### config.mk
export PLATFORM = sky130hd
export DESIGN_NAME = writeback_stage
export DESIGN_NICKNAME = d
export VERILOG_FILES = /design/src/rtl/riscv_pkg.sv /design/src/rtl/load_extend.sv /design/src/rtl/writeback_stage.sv
export SDC_FILE = /design/constraint.sdc
export NUM_CORES = 1
export LEC_CHECK = 0
export ABC_AREA = 0
export BUFFER_PORTS_ARGS = -buffer_cell sky130_fd_sc_hd__buf_4
export CAP_MARGIN = 20
export CORE_UTILIZATION = 40
export DETAILED_ROUTE_END_ITERATION = 7
export PLACE_DENSITY_LB_ADDON = 0.25
export RECOVER_POWER = 25
export SYNTH_ARGS = -nofsm -noshare
export SYNTH_HDL_FRONTEND = slang
export SYNTH_SLANG_ARGS = --single-unit
### constraint.sdc
create_clock -name clk -period 4.8 [get_ports clk]
set_clock_uncertainty 0.1 [all_clocks]
set_input_delay 0.24 -clock clk [delete_from_list [all_inputs] [get_ports clk]]
set_output_delay 0.24 -clock clk [all_outputs]
set_load 0.02 [all_outputs]
### src/rtl/riscv_pkg.sv
// rtl/riscv_pkg.sv - shared RV32I constants for the pipeline stages
package riscv_pkg;

    localparam int XLEN = 32;

    localparam logic [2:0] F3_LB  = 3'b000;
    localparam logic [2:0] F3_LH  = 3'b001;
    localparam logic [2:0] F3_LW  = 3'b010;
    localparam logic [2:0] F3_LBU = 3'b100;
    localparam logic [2:0] F3_LHU = 3'b101;

    localparam logic [6:0] OP_LUI    = 7'b0110111;
    localparam logic [6:0] OP_AUIPC  = 7'b0010111;
    localparam logic [6:0] OP_JAL    = 7'b1101111;
    localparam logic [6:0] OP_JALR   = 7'b1100111;
    localparam logic [6:0] OP_BRANCH = 7'b1100011;
    localparam logic [6:0] OP_LOAD   = 7'b0000011;
    localparam logic [6:0] OP_STORE  = 7'b0100011;
    localparam logic [6:0] OP_IMM    = 7'b0010011;
    localparam logic [6:0] OP_REG    = 7'b0110011;

endpackage

### src/rtl/load_extend.sv
// rtl/load_extend.sv - selects the addressed byte/halfword lane and extends it
module load_extend
    import riscv_pkg::*;
#(
    parameter int XLEN = riscv_pkg::XLEN
) (
    input  logic [2:0]      funct3,
    input  logic [1:0]      offset,
    input  logic [XLEN-1:0] word,
    output logic [XLEN-1:0] data
);

    logic [7:0]  byte_lane;
    logic [15:0] half_lane;

    always_comb begin
        byte_lane = word[{offset, 3'b000} +: 8];
        // Halfword lane depends only on offset[1]; a misaligned offset[0] is ignored.
        half_lane = offset[1] ? word[31:16] : word[15:0];
        case (funct3)
            F3_LB:   data = {{(XLEN-8){byte_lane[7]}}, byte_lane};
            F3_LBU:  data = {{(XLEN-8){1'b0}}, byte_lane};
            F3_LH:   data = {{(XLEN-16){half_lane[15]}}, half_lane};
            F3_LHU:  data = {{(XLEN-16){1'b0}}, half_lane};
            default: data = word;
        endcase
    end

endmodule

### src/rtl/writeback_stage.sv
// rtl/writeback_stage.sv - MEM/WB register, result select, regfile write port, instret
module writeback_stage
    import riscv_pkg::*;
#(
    parameter int XLEN  = riscv_pkg::XLEN,
    parameter int CNT_W = 64
) (
    input  logic             clk,
    input  logic             rst,
    input  logic             mem_valid,
    input  logic             mem_RegWrite,
    input  logic             mem_MemtoReg,
    input  logic             mem_Jump,
    input  logic [4:0]       mem_rd,
    input  logic [2:0]       mem_funct3,
    input  logic [XLEN-1:0]  mem_alu_result,
    input  logic [XLEN-1:0]  mem_load_data,
    input  logic [XLEN-1:0]  mem_pc_plus4,
    input  logic             stall,
    input  logic             flush,
    output logic [4:0]       reg_write_addr,
    output logic [XLEN-1:0]  reg_write_data,
    output logic             RegWrite_WB,
    output logic             wb_valid,
    output logic [CNT_W-1:0] instret
);

    logic            valid_q;
    logic            regwrite_q;
    logic [4:0]      rd_q;
    logic [XLEN-1:0] result_q;
    logic [XLEN-1:0] load_ext;
    logic [XLEN-1:0] result_d;

    load_extend #(.XLEN(XLEN)) u_load_extend (
        .funct3 (mem_funct3),
        .offset (mem_alu_result[1:0]),
        .word   (mem_load_data),
        .data   (load_ext)
    );

    // Jump wins over MemtoReg so JALR never retires a stray load value.
    always_comb begin
        result_d = mem_alu_result;
        if (mem_Jump)
            result_d = mem_pc_plus4;
        else if (mem_MemtoReg)
            result_d = load_ext;
    end

    always_ff @(posedge clk or negedge rst) begin
        if (!rst) begin
            valid_q    <= 1'b0;
            regwrite_q <= 1'b0;
            rd_q       <= 5'd0;
            result_q   <= '0;
            instret    <= '0;
        end else if (flush) begin
            valid_q    <= 1'b0;
            regwrite_q <= 1'b0;
        end else if (!stall) begin
            valid_q    <= mem_valid;
            regwrite_q <= mem_RegWrite;
            rd_q       <= mem_rd;
            result_q   <= result_d;
            if (mem_valid)
                instret <= instret + CNT_W'(1);
        end
    end

    assign reg_write_addr = rd_q;
    assign reg_write_data = result_q;
    assign RegWrite_WB    = valid_q & regwrite_q & (rd_q != 5'd0);
    assign wb_valid       = valid_q;

endmodule

==> impl_metrics.yaml <==
sta:
  finalHoldViolations: 0
  min_period_over_period_pct: 65.2
  max_slew_margin_pct: -58.7
  max_freq_mhz: 320
  setup-tns-final_ps: 0
  tightest_slew_ps: 2380
  final-max-slew-violation-count: 43
  period_minus_slack_ps: 3130
  finalWorstSetupSlack_ps: 1670
  rsz0062_at_grt: "no"
  finalSetupViolCount: 0
run_status:
  violations: "max-capacitance violations, max-slew violations"
  status: "finished with violations"
clock_tree:
  clkSlewWorstSetupHoldPaths_ps: 70
  clock_latency_ps: 340
  ctsResizeCount: 0
  clockBufferDepth: 2
  post_cts_buffers: 0
  cts_tree: "done"
  clock-sinks: 103
  root_buffer: "clkbuf_16"
  numCtsBuffers: 9
  cts_hold_buf: 6
  htreeDepth: 3
placed_design:
  placed_area_um2: 7240
  portBuffers: 214
  dp_hpwl_um: 13100
  place_ws_ps: 2400
  dp_cells: 972
  gp_congestion: 0.855
setup_path:
  crit_type: "in -> async"
  worstPathArrival_ps: 3400
  startpoint: "rst"
  cp-start-kind: "input port"
  r2r_slack_ps: 2380
  r2r-start: "instret[3]"
  cp_max_fo: 62
  worstRegToRegCells: 5
  end_kind: "asynchronous set/reset pin"
  reg2reg_to: "instret[51]"
  critPathCapture: "reg_write_data[7]"
  required_ps: 5080
grt:
  grt-ovfl-total: 0
  grt_max_degree: 63
  grt_pass1_wl_um: 28400
  grt_pass1_vias: 5460
  antenna_found_initial: 0
  track_usage_pct: 25.7
layout:
  nFillCells: 1283
  nets: 926
  diodes: 0
  final_cells: 994
  layout-drive-gt1-share_pct: 26.7
  regArea_um2: 2580
  design_area_um2: 7450
  area_delta_synth_final_pct: 35.4
  multi_input_area_um2: 2730
route:
  drc_errors: 0
  ant_nets: 0
  vias: 5543
  wl_per_cell_um: 17.8
  drtIter0Drc: 421
  viasPerCell: 5.58
  drt_pass1_iterations: 7
  finalWirelength_um: 17700
power_and_ir_drop:
  cellLeakagePower_nw: 3.50
  ir_worst_vdd_uv: 172
  power.density_nw_per_um2: 289
synth:
  synth_top_cell_area_share_pct: 46.9
  syn_area_um2: 5500
  ys_seq_area_share_pct: 46.9
  synth_fp_nets: 723
  async_flop_share_pct: 100
  ys_warn_count: 0
  yosysMostFrequentCell: "dfrtp_1"
  synth-edff-count: 0
  netlist.top_cell.by_area: "dfrtp_1"
  ys.flop_type: "dfrtp_1"
  synth_commonest_cells: "dfrtp_1 (103), nand2_1 (86), nor2_1 (54), o21ai_0 (47)"
  synth_area_per_cell_um2: 9.02
  syn_inst: 610
  ys_ff_latch: 103
  ys_types: 48
  synth_area_leaders: "dfrtp_1 (47%), xnor2_1 (5.9%), nand2_1 (5.9%)"
floorplanning:
  coreArea_um2: 13300
  initial_core_util_pct: 41.2
  dieArea_um2: 14200
  rows: 42
  dieHeight_um: 119
  die_w_um: 119
  io_pins: 215
min_path:
  hp-class: "in -> reg"
job:
  cap_violations: 1
stage by stage:
| step | utilization [%] | total power [W] | hold slack [ps] |
|---|---|---|---|
| after detailed placement | 54.2 | 0.00149 | 165 |
| after global routing | 55.8 | 0.00226 | 18.8 |
| after floorplan | - | 0.00123 | -156 |
| final | 55.8 | 0.00215 | 18.0 |
| after CTS | 56.8 | 0.00221 | 8.08 |
| after global placement | 54.2 | 0.00148 | 161 |
sequential cells by signal, summed over array words and instances, names as in the netlist:
signal,cells
reg_write_addr,5
wb_valid,1
regwrite_q,1
instret,64
reg_write_data,32
layout by cell type (no fill, tap or decap), drive strengths merged, types with 2 or more instances in the layout:
master / synthesis / final
and3: 7 / 7
o211ai: 7 / 7
buf: 5 / 183
inv: 19 / 21
a41oi: 3 / 3
and4: 2 / 2
nor4: 13 / 13
a311oi: 3 / 3
a21oi: 37 / 37
dfrtp: 103 / 103
clkinv: 0 / 2
dlygate4sd3: 0 / 6
a211oi: 2 / 2
a221oi: 5 / 5
or2: 5 / 5
nand3: 17 / 17
o22ai: 16 / 16
nor2b: 7 / 7
a222oi: 5 / 5
o21ai: 47 / 47
nand2: 86 / 86
clkbuf: 28 / 47
nand4: 21 / 21
nor2: 54 / 54
or4: 3 / 3
mux2: 6 / 6
or3: 9 / 9
xor2: 26 / 26
xnor2: 37 / 37
mux2i: 6 / 6
nor3: 18 / 18
layout make-up:
class	count	share of cell area [%]
Tap cell	176	2.96
Timing Repair Buffer	225	21.0
Inverter	19	0.958
Clock inverter	5	0.554
Sequential cell	103	34.6
Clock buffer	11	3.26
Multi-Input combinational cell	455	36.6
worst min-delay path by stage:
stage	endpoint	slack, ps	from	cells after the start
after floorplan	instret[0]	-160	rst	0
final	reg_write_addr[3]	20	mem_rd[3]	3
after global placement	instret[33]	160	rst	1
after global routing	reg_write_addr[3]	20	mem_rd[3]	3
after detailed placement	instret[34]	160	rst	1
after CTS	reg_write_addr[3]	8	mem_rd[3]	3
power breakdown:
group	total (W)	switching (W)	internal [W]
Clock	0.000713	0.000340	0.000373
Sequential	0.000990	0.0000567	0.000934
Combinational	0.000452	0.000264	0.000188
worst max-delay path, cell delays in order:
cell and delay [ps]:
dlygate4sd3_1 520, clkbuf_1 1680, buf_4 890
cell families after synthesis:
logic type | after synthesis | share of synthesized area [%]
and+or+nand+nor | 246 | 22.0
adders and majority gates | 1 | 0.227
AOI/OAI and AO/OA | 132 | 14.5
DFF | 103 | 46.9
xor gates and xnor gates | 63 | 10.0
muxes | 13 | 2.73
buffers and inverters | 52 | 3.71
layer usage:
metal	track usage, %	wire (um)
met5	0	0
met4	11.6	657
met3	6.47	1360
met2	42.8	8640
met1	31.1	7070
(Power assumes the default switching activity.)
